`config.mk`:
```
export PLATFORM = sky130hd
export DESIGN_NAME = dlf_mac_sequencer
export DESIGN_NICKNAME = d
export VERILOG_FILES = /design/src/rtl/dlf_mac_sequencer.sv
export SDC_FILE = /design/constraint.sdc
export NUM_CORES = 1
export LEC_CHECK = 0
export CORE_ASPECT_RATIO = 0.75
export CORE_MARGIN = 3
export CORE_UTILIZATION = 30
export CTS_BUF_LIST = sky130_fd_sc_hd__clkbuf_2
export CTS_CLUSTER_DIAMETER = 30
export DETAILED_ROUTE_END_ITERATION = 8
export GPL_ROUTABILITY_DRIVEN = 0
export MAX_ROUTING_LAYER = met4
export PLACE_DENSITY = 0.62
export SLEW_MARGIN = 20
export SYNTH_ARGS = -nofsm -noshare
export SYNTH_HDL_FRONTEND = slang
export SYNTH_SLANG_ARGS = --single-unit
```
`constraint.sdc`:
```
create_clock -name clk -period 2.24 [get_ports clk]
set_clock_uncertainty 0.05 [all_clocks]
set_input_delay 0.448 -clock clk [delete_from_list [all_inputs] [get_ports clk]]
set_output_delay 0.448 -clock clk [all_outputs]
set_load 0.05 [all_outputs]
```
`src/rtl/dlf_mac_sequencer.sv`:
```
// dlf_mac_sequencer: pairs a 16-bit DLFloat16 word stream into (a, b) MAC operands,
// clears the accumulator per dot product and captures the result after the MAC drains.
// Build option DLF_SEQ_ZERO_SKIP_EN: pairs with a +/-0 operand are counted but not issued.
module dlf_mac_sequencer #(
  parameter int LEN_W   = 8,
  parameter int MAC_LAT = 3
) (
  input  logic             clk,
  input  logic             rst,
  input  logic             start,
  input  logic [LEN_W-1:0] len,
  input  logic [15:0]      in_data,
  input  logic             in_valid,
  output logic             in_ready,
  output logic [15:0]      op_a,
  output logic [15:0]      op_b,
  output logic             op_valid,
  output logic             acc_clr,
  input  logic [15:0]      result_in,
  output logic [15:0]      result,
  output logic             result_valid,
  output logic             busy
);

  // Drain timer value at which the last product is visible on result_in.
  localparam logic [3:0] TMR_LAST = 4'(MAC_LAT - 1);

  typedef enum logic [2:0] {IDLE, CLEAR, LOAD_A, LOAD_B, DRAIN} state_t;

  state_t           state, state_nxt;
  logic [LEN_W-1:0] len_q;
  logic [LEN_W-1:0] pair_cnt;
  logic [3:0]       timer;
  logic [15:0]      a_hold;

  logic take_a, take_b, last_pair, zero_start, drain_done, issue;

  // State register; reset drops straight back to IDLE.
  always_ff @(posedge clk or negedge rst) begin
    if (!rst) state <= IDLE;
    else      state <= state_nxt;
  end

  // Next-state selection.
  always_comb begin
    state_nxt = state;
    case (state)
      IDLE:    if (start && (len != '0)) state_nxt = CLEAR;
      CLEAR:   state_nxt = LOAD_A;
      LOAD_A:  if (take_a) state_nxt = LOAD_B;
      LOAD_B:  if (take_b) state_nxt = last_pair ? DRAIN : LOAD_A;
      DRAIN:   if (drain_done) state_nxt = IDLE;
      default: state_nxt = IDLE;
    endcase
  end

  // Handshake and event decode for the current state.
  always_comb begin
    take_a     = (state == LOAD_A) && in_valid;
    take_b     = (state == LOAD_B) && in_valid;
    last_pair  = (pair_cnt == len_q - LEN_W'(1));
    zero_start = (state == IDLE) && start && (len == '0);
    drain_done = (state == DRAIN) && (timer == TMR_LAST);
`ifdef DLF_SEQ_ZERO_SKIP_EN
    // A zero product cannot change the sum, so skip the MAC issue but keep counting.
    issue = take_b && (a_hold[14:0] != 15'd0) && (in_data[14:0] != 15'd0);
`else
    issue = take_b;
`endif
  end

  // Registered status strobes, decoded from the upcoming state so they line up with it.
  always_ff @(posedge clk or negedge rst) begin
    if (!rst) begin
      in_ready     <= 1'b0;
      busy         <= 1'b0;
      acc_clr      <= 1'b0;
      op_valid     <= 1'b0;
      result_valid <= 1'b0;
    end else begin
      in_ready     <= (state_nxt == LOAD_A) || (state_nxt == LOAD_B);
      busy         <= (state_nxt != IDLE);
      acc_clr      <= (state_nxt == CLEAR);
      op_valid     <= issue;
      result_valid <= zero_start || drain_done;
    end
  end

  // Operand capture, pair counting, drain timing and result capture.
  always_ff @(posedge clk or negedge rst) begin
    if (!rst) begin
      len_q    <= '0;
      pair_cnt <= '0;
      timer    <= 4'd0;
      a_hold   <= 16'h0000;
      op_a     <= 16'h0000;
      op_b     <= 16'h0000;
      result   <= 16'h0000;
    end else begin
      if ((state == IDLE) && start) begin
        len_q    <= len;
        pair_cnt <= '0;
      end
      if (take_a) a_hold <= in_data;
      if (issue) begin
        op_a <= a_hold;
        op_b <= in_data;
      end
      // The drain timer restarts on every B word; only the final one leads into DRAIN.
      if (take_b) begin
        pair_cnt <= pair_cnt + LEN_W'(1);
        timer    <= 4'd0;
      end else if (state == DRAIN) begin
        timer <= timer + 4'd1;
      end
      if (zero_start)      result <= 16'h0000;
      else if (drain_done) result <= result_in;
    end
  end

endmodule
```
==> results.rst <==
.. list-table::
   :header-rows: 1

   * - Metric
     - Value
   * - Result of the run
     - finished, final reports clean
   * - Port-buffer cells
     - 96
   * - Placement row count
     - 35
   * - GRT Util Overall
     - 0.131
   * - Post-synthesis cell type with the largest combined area
     - sky130_fd_sc_hd__dfrtp_1
   * - Post-DP HPWL
     - roughly 6 mm
   * - Layout overhead on the synthesized area
     - 32.5%
   * - Max Fclk
     - roughly 500 MHz
   * - Cell leakage power
     - approximately 2.5 nW
   * - Netlist Area Pre-Place
     - between 3000 and 4000 sq um
   * - Most frequent cells after synthesis
     - sky130_fd_sc_hd__nand2_1, sky130_fd_sc_hd__dfrtp_1, sky130_fd_sc_hd__a22o_1, sky130_fd_sc_hd__mux2_2
   * - Critical Path Start Type
     - flop
   * - Number of global-route vias before repair
     - 2,933
   * - Class of the tightest hold or removal check
     - in -> async
   * - R2r setup slk
     - 0.32 ns
   * - Avg Synthesized Cell Area
     - around 11 sq um
   * - Cell types occupying the most area after synthesis
     - sky130_fd_sc_hd__dfrtp_1, sky130_fd_sc_hd__nand2_1, sky130_fd_sc_hd__mux2_2
   * - Iteration count of the initial detailed-routing pass
     - 4
   * - Wire length of the first global-routing pass
     - approximately 15 mm
   * - Overall power after layout
     - about 6.4 mW
   * - Nets@finish
     - ~520
   * - Most frequent cell after synthesis
     - sky130_fd_sc_hd__nand2_1
   * - Worst setup path start
     - op_a[2]$_DFFE_PN0P_
   * - Grt total ovfl
     - 0
   * - Worst Setup End Kind
     - output port
   * - DRC errors left
     - 0
   * - Count of warnings emitted by yosys
     - 0
   * - Post-placement worst setup slack
     - -0.104 ns
   * - Num ports
     - between 90 and 100
   * - Proportion of netlist area held by the largest area contributor
     - 0.592
   * - Worst R2R Path Depth
     - 7
   * - Number of diodes
     - 0
   * - Number of distinct library cell variants in the gate-level netlist after synthesis
     - 48
   * - Number of endpoints failing setup at the final stage
     - 0
   * - Max incr delay on CP
     - 0.54 ns
   * - CTS sink cnt
     - 92
   * - Num CTS Buffers
     - 9
   * - Number of max-cap violations
     - 0
   * - Cell chain of the critical path
     - dlygate4sd2_1
   * - Buffers inserted during post-CTS setup optimization
     - 0
   * - Synthesized Nets
     - roughly 420
   * - Pwr/cell area
     - approximately 1200 nW/um^2
   * - Normalized max-slew margin
     - 0.566
   * - Least setup slack across all paths after layout
     - about 0.24 ns
   * - Clock-pin slew on the worst setup and hold paths
     - around 0.25 ns
   * - Antenna violations before repair
     - 0
   * - FF-to-FF End
     - in_ready$_DFF_PN0_
   * - Utilization of the core after routing
     - 0.413
   * - Type of the setup path with the least slack
     - reg -> out
   * - Final Max Tran Viols
     - 0
   * - Critical path required time
     - 1.74 ns
   * - Clock insertion delay at the later pin of the skew report
     - ~0.55 ns
   * - Count of placed standard cells including taps
     - 624
   * - Capture point of the critical path
     - op_a[2]
   * - Die extent in y
     - 105 microns
   * - Total stage count of the critical path
     - 1
   * - Post-DR vias/cell
     - 4.58
   * - Unrepaired setup endpoints after global routing
     - false
   * - Post-synth EDFFs
     - 0
   * - Crit-path slowest cell
     - sky130_fd_sc_hd__dlygate4sd2_1
   * - TritonCTS clock tree
     - done
   * - Part of the cycle the worst path needs
     - 0.893
   * - Horizontal die dimension
     - between 100 and 150 microns
   * - Max Buffers Root-to-Sink
     - 2
   * - Wirelength, routed
     - 8.71 mm
   * - Pin count of the biggest net entering global routing
     - 39
   * - Async set-or-reset flop fraction in the synthesized netlist
     - 1.00
   * - Total via count after detailed routing
     - just under 3,000
   * - Worst supply voltage drop on vdd
     - between 700 and 800 uV
   * - Post-DR wirelength/cell
     - ~14 microns
   * - Master cell of the clock root buffer
     - sky130_fd_sc_hd__clkbuf_2
   * - Final-report hold violation count
     - 0
   * - Primary FF master, synth
     - sky130_fd_sc_hd__dfrtp_1
   * - Total buffers and inverters traversed by the critical path
     - 1
   * - Seq/Total Area, Yosys
     - 0.592
   * - Share of post-route cells with drive strength above 1
     - 0.120
   * - Critical path data arrival time
     - 1.50 ns
   * - Worst-path fanout max
     - 2
   * - Number of filler cells placed in the layout
     - approximately 1,200
   * - Number of levels the H-tree was split into
     - 3
   * - Final critical-path required period
     - around 2.0 ns
   * - Remaining antenna violation count
     - 0
   * - Post-Syn Instances
     - about 370
   * - Final std cells w/o fill
     - ~640
   * - Die footprint
     - 14,400 sq um
   * - Slew @ Worst Pin
     - between 0.6 and 0.7 ns
   * - Launch point of the worst reg-to-reg path
     - state[2]$_DFF_PN0_
   * - Core box area
     - roughly 12,000 sq um
   * - Flip-flop and latch count after synthesis
     - 92
   * - Initial DRC Count
     - ~130
   * - Initial standard-cell utilization of the core
     - 0.311
   * - Largest delay contributor family on the critical path
     - buffers and inverters
-- layout by cell type (no fill, tap or decap), drive strengths merged, types with 2 or more instances in the layout --
cell | synthesis | routed
a21oi | 3 | 3
a22o | 16 | 16
a31oi | 2 | 2
buf | 11 | 12
clkbuf | 5 | 9
clkdlybuf4s50 | 0 | 42
clkinv | 0 | 4
dfrtp | 92 | 92
dlygate4sd2 | 0 | 53
ha | 4 | 4
inv | 6 | 7
mux2 | 16 | 16
nand2 | 133 | 133
nand2b | 2 | 2
nand3 | 12 | 12
nand3b | 2 | 2
nor2 | 9 | 9
nor3b | 3 | 3
nor4 | 7 | 7
o21ai | 12 | 12
o311ai | 2 | 2
o31ai | 2 | 2
o41ai | 2 | 2
xnor2 | 8 | 8
xor2 | 5 | 5
-- through the flow --
stage / area, sq um / hold WS, ns / setup TNS (ns)
finish: 5150 / 0.304 / 0
global route: 5150 / 0.248 / 0
CTS: 5150 / 0.262 / 0
detailed placement: 5080 / 0.401 / -1.51
global placement: 5080 / 0.394 / -1.63
floorplan: 3890 / 0.102 / 0
-- registers in the layout (all words and copies together) (netlist names), 3 cells and up --
name	cells
a_hold	16
len_q	8
op_a	16
op_b	16
pair_cnt	8
result	16
state	3
timer	4
-- worst min path at each step --
stage,startpoint,end,slack [ns],cells past startpoint
after global placement,a_hold[4]$_DFFE_PN0P_,op_a[4]$_DFFE_PN0P_,0.39,2
final,rst,op_a[11]$_DFFE_PN0P_,0.30,2
after floorplan,rst,a_hold[0]$_DFFE_PN0P_,0.10,0
after CTS,rst,op_a[11]$_DFFE_PN0P_,0.26,2
after detailed placement,rst,result_valid$_DFF_PN0_,0.40,1
after global routing,rst,result[10]$_DFFE_PN0P_,0.25,2
-- layer usage --
metal | global-route usage | vias to the layer above | wire length, microns
li1 | - | 1437 | -
met1 | 0.176 | 1411 | 4070
met2 | 0.196 | 82 | 3970
met3 | 0.0395 | 8 | 583
met4 | 0.0313 | 0 | 86
met5 | - | - | 0
-- layout make-up --
cell class / instances / area [sq um] / share of cell area
inverters: 6 / 22.5 / 0.00437
clock buffers: 9 / 45.0 / 0.00875
flip-flops and latches: 92 / 2300 / 0.447
multi-input cells: 253 / 1490 / 0.289
repair buffers: 108 / 1010 / 0.196
well taps: 166 / 208 / 0.0403
clock inverters: 7 / 76.3 / 0.0148
-- report_power, final --
group	internal (mW)	total [mW]	switching, mW
Clock	0.264	0.846	0.581
Sequential	2.21	2.60	0.388
Combinational	0.983	2.91	1.93
Total	3.46	6.35	2.90
-- cell families after synthesis --
logic type,after synthesis,synth area share
fa+ha+maj,4,0.0129
compound gates,42,0.0789
xor+xnor,13,0.0312
flops,92,0.592
buf+inv,22,0.0254
simple gates,178,0.213
mux,16,0.0463
-- timing repair --
item	CTS	global route
hold buffers	1	0
setup endpoints to repair	53	0
endpoints found under the hold margin	36	0
resized for setup	53	0
Note: power is estimated with default switching activity, not from simulation.
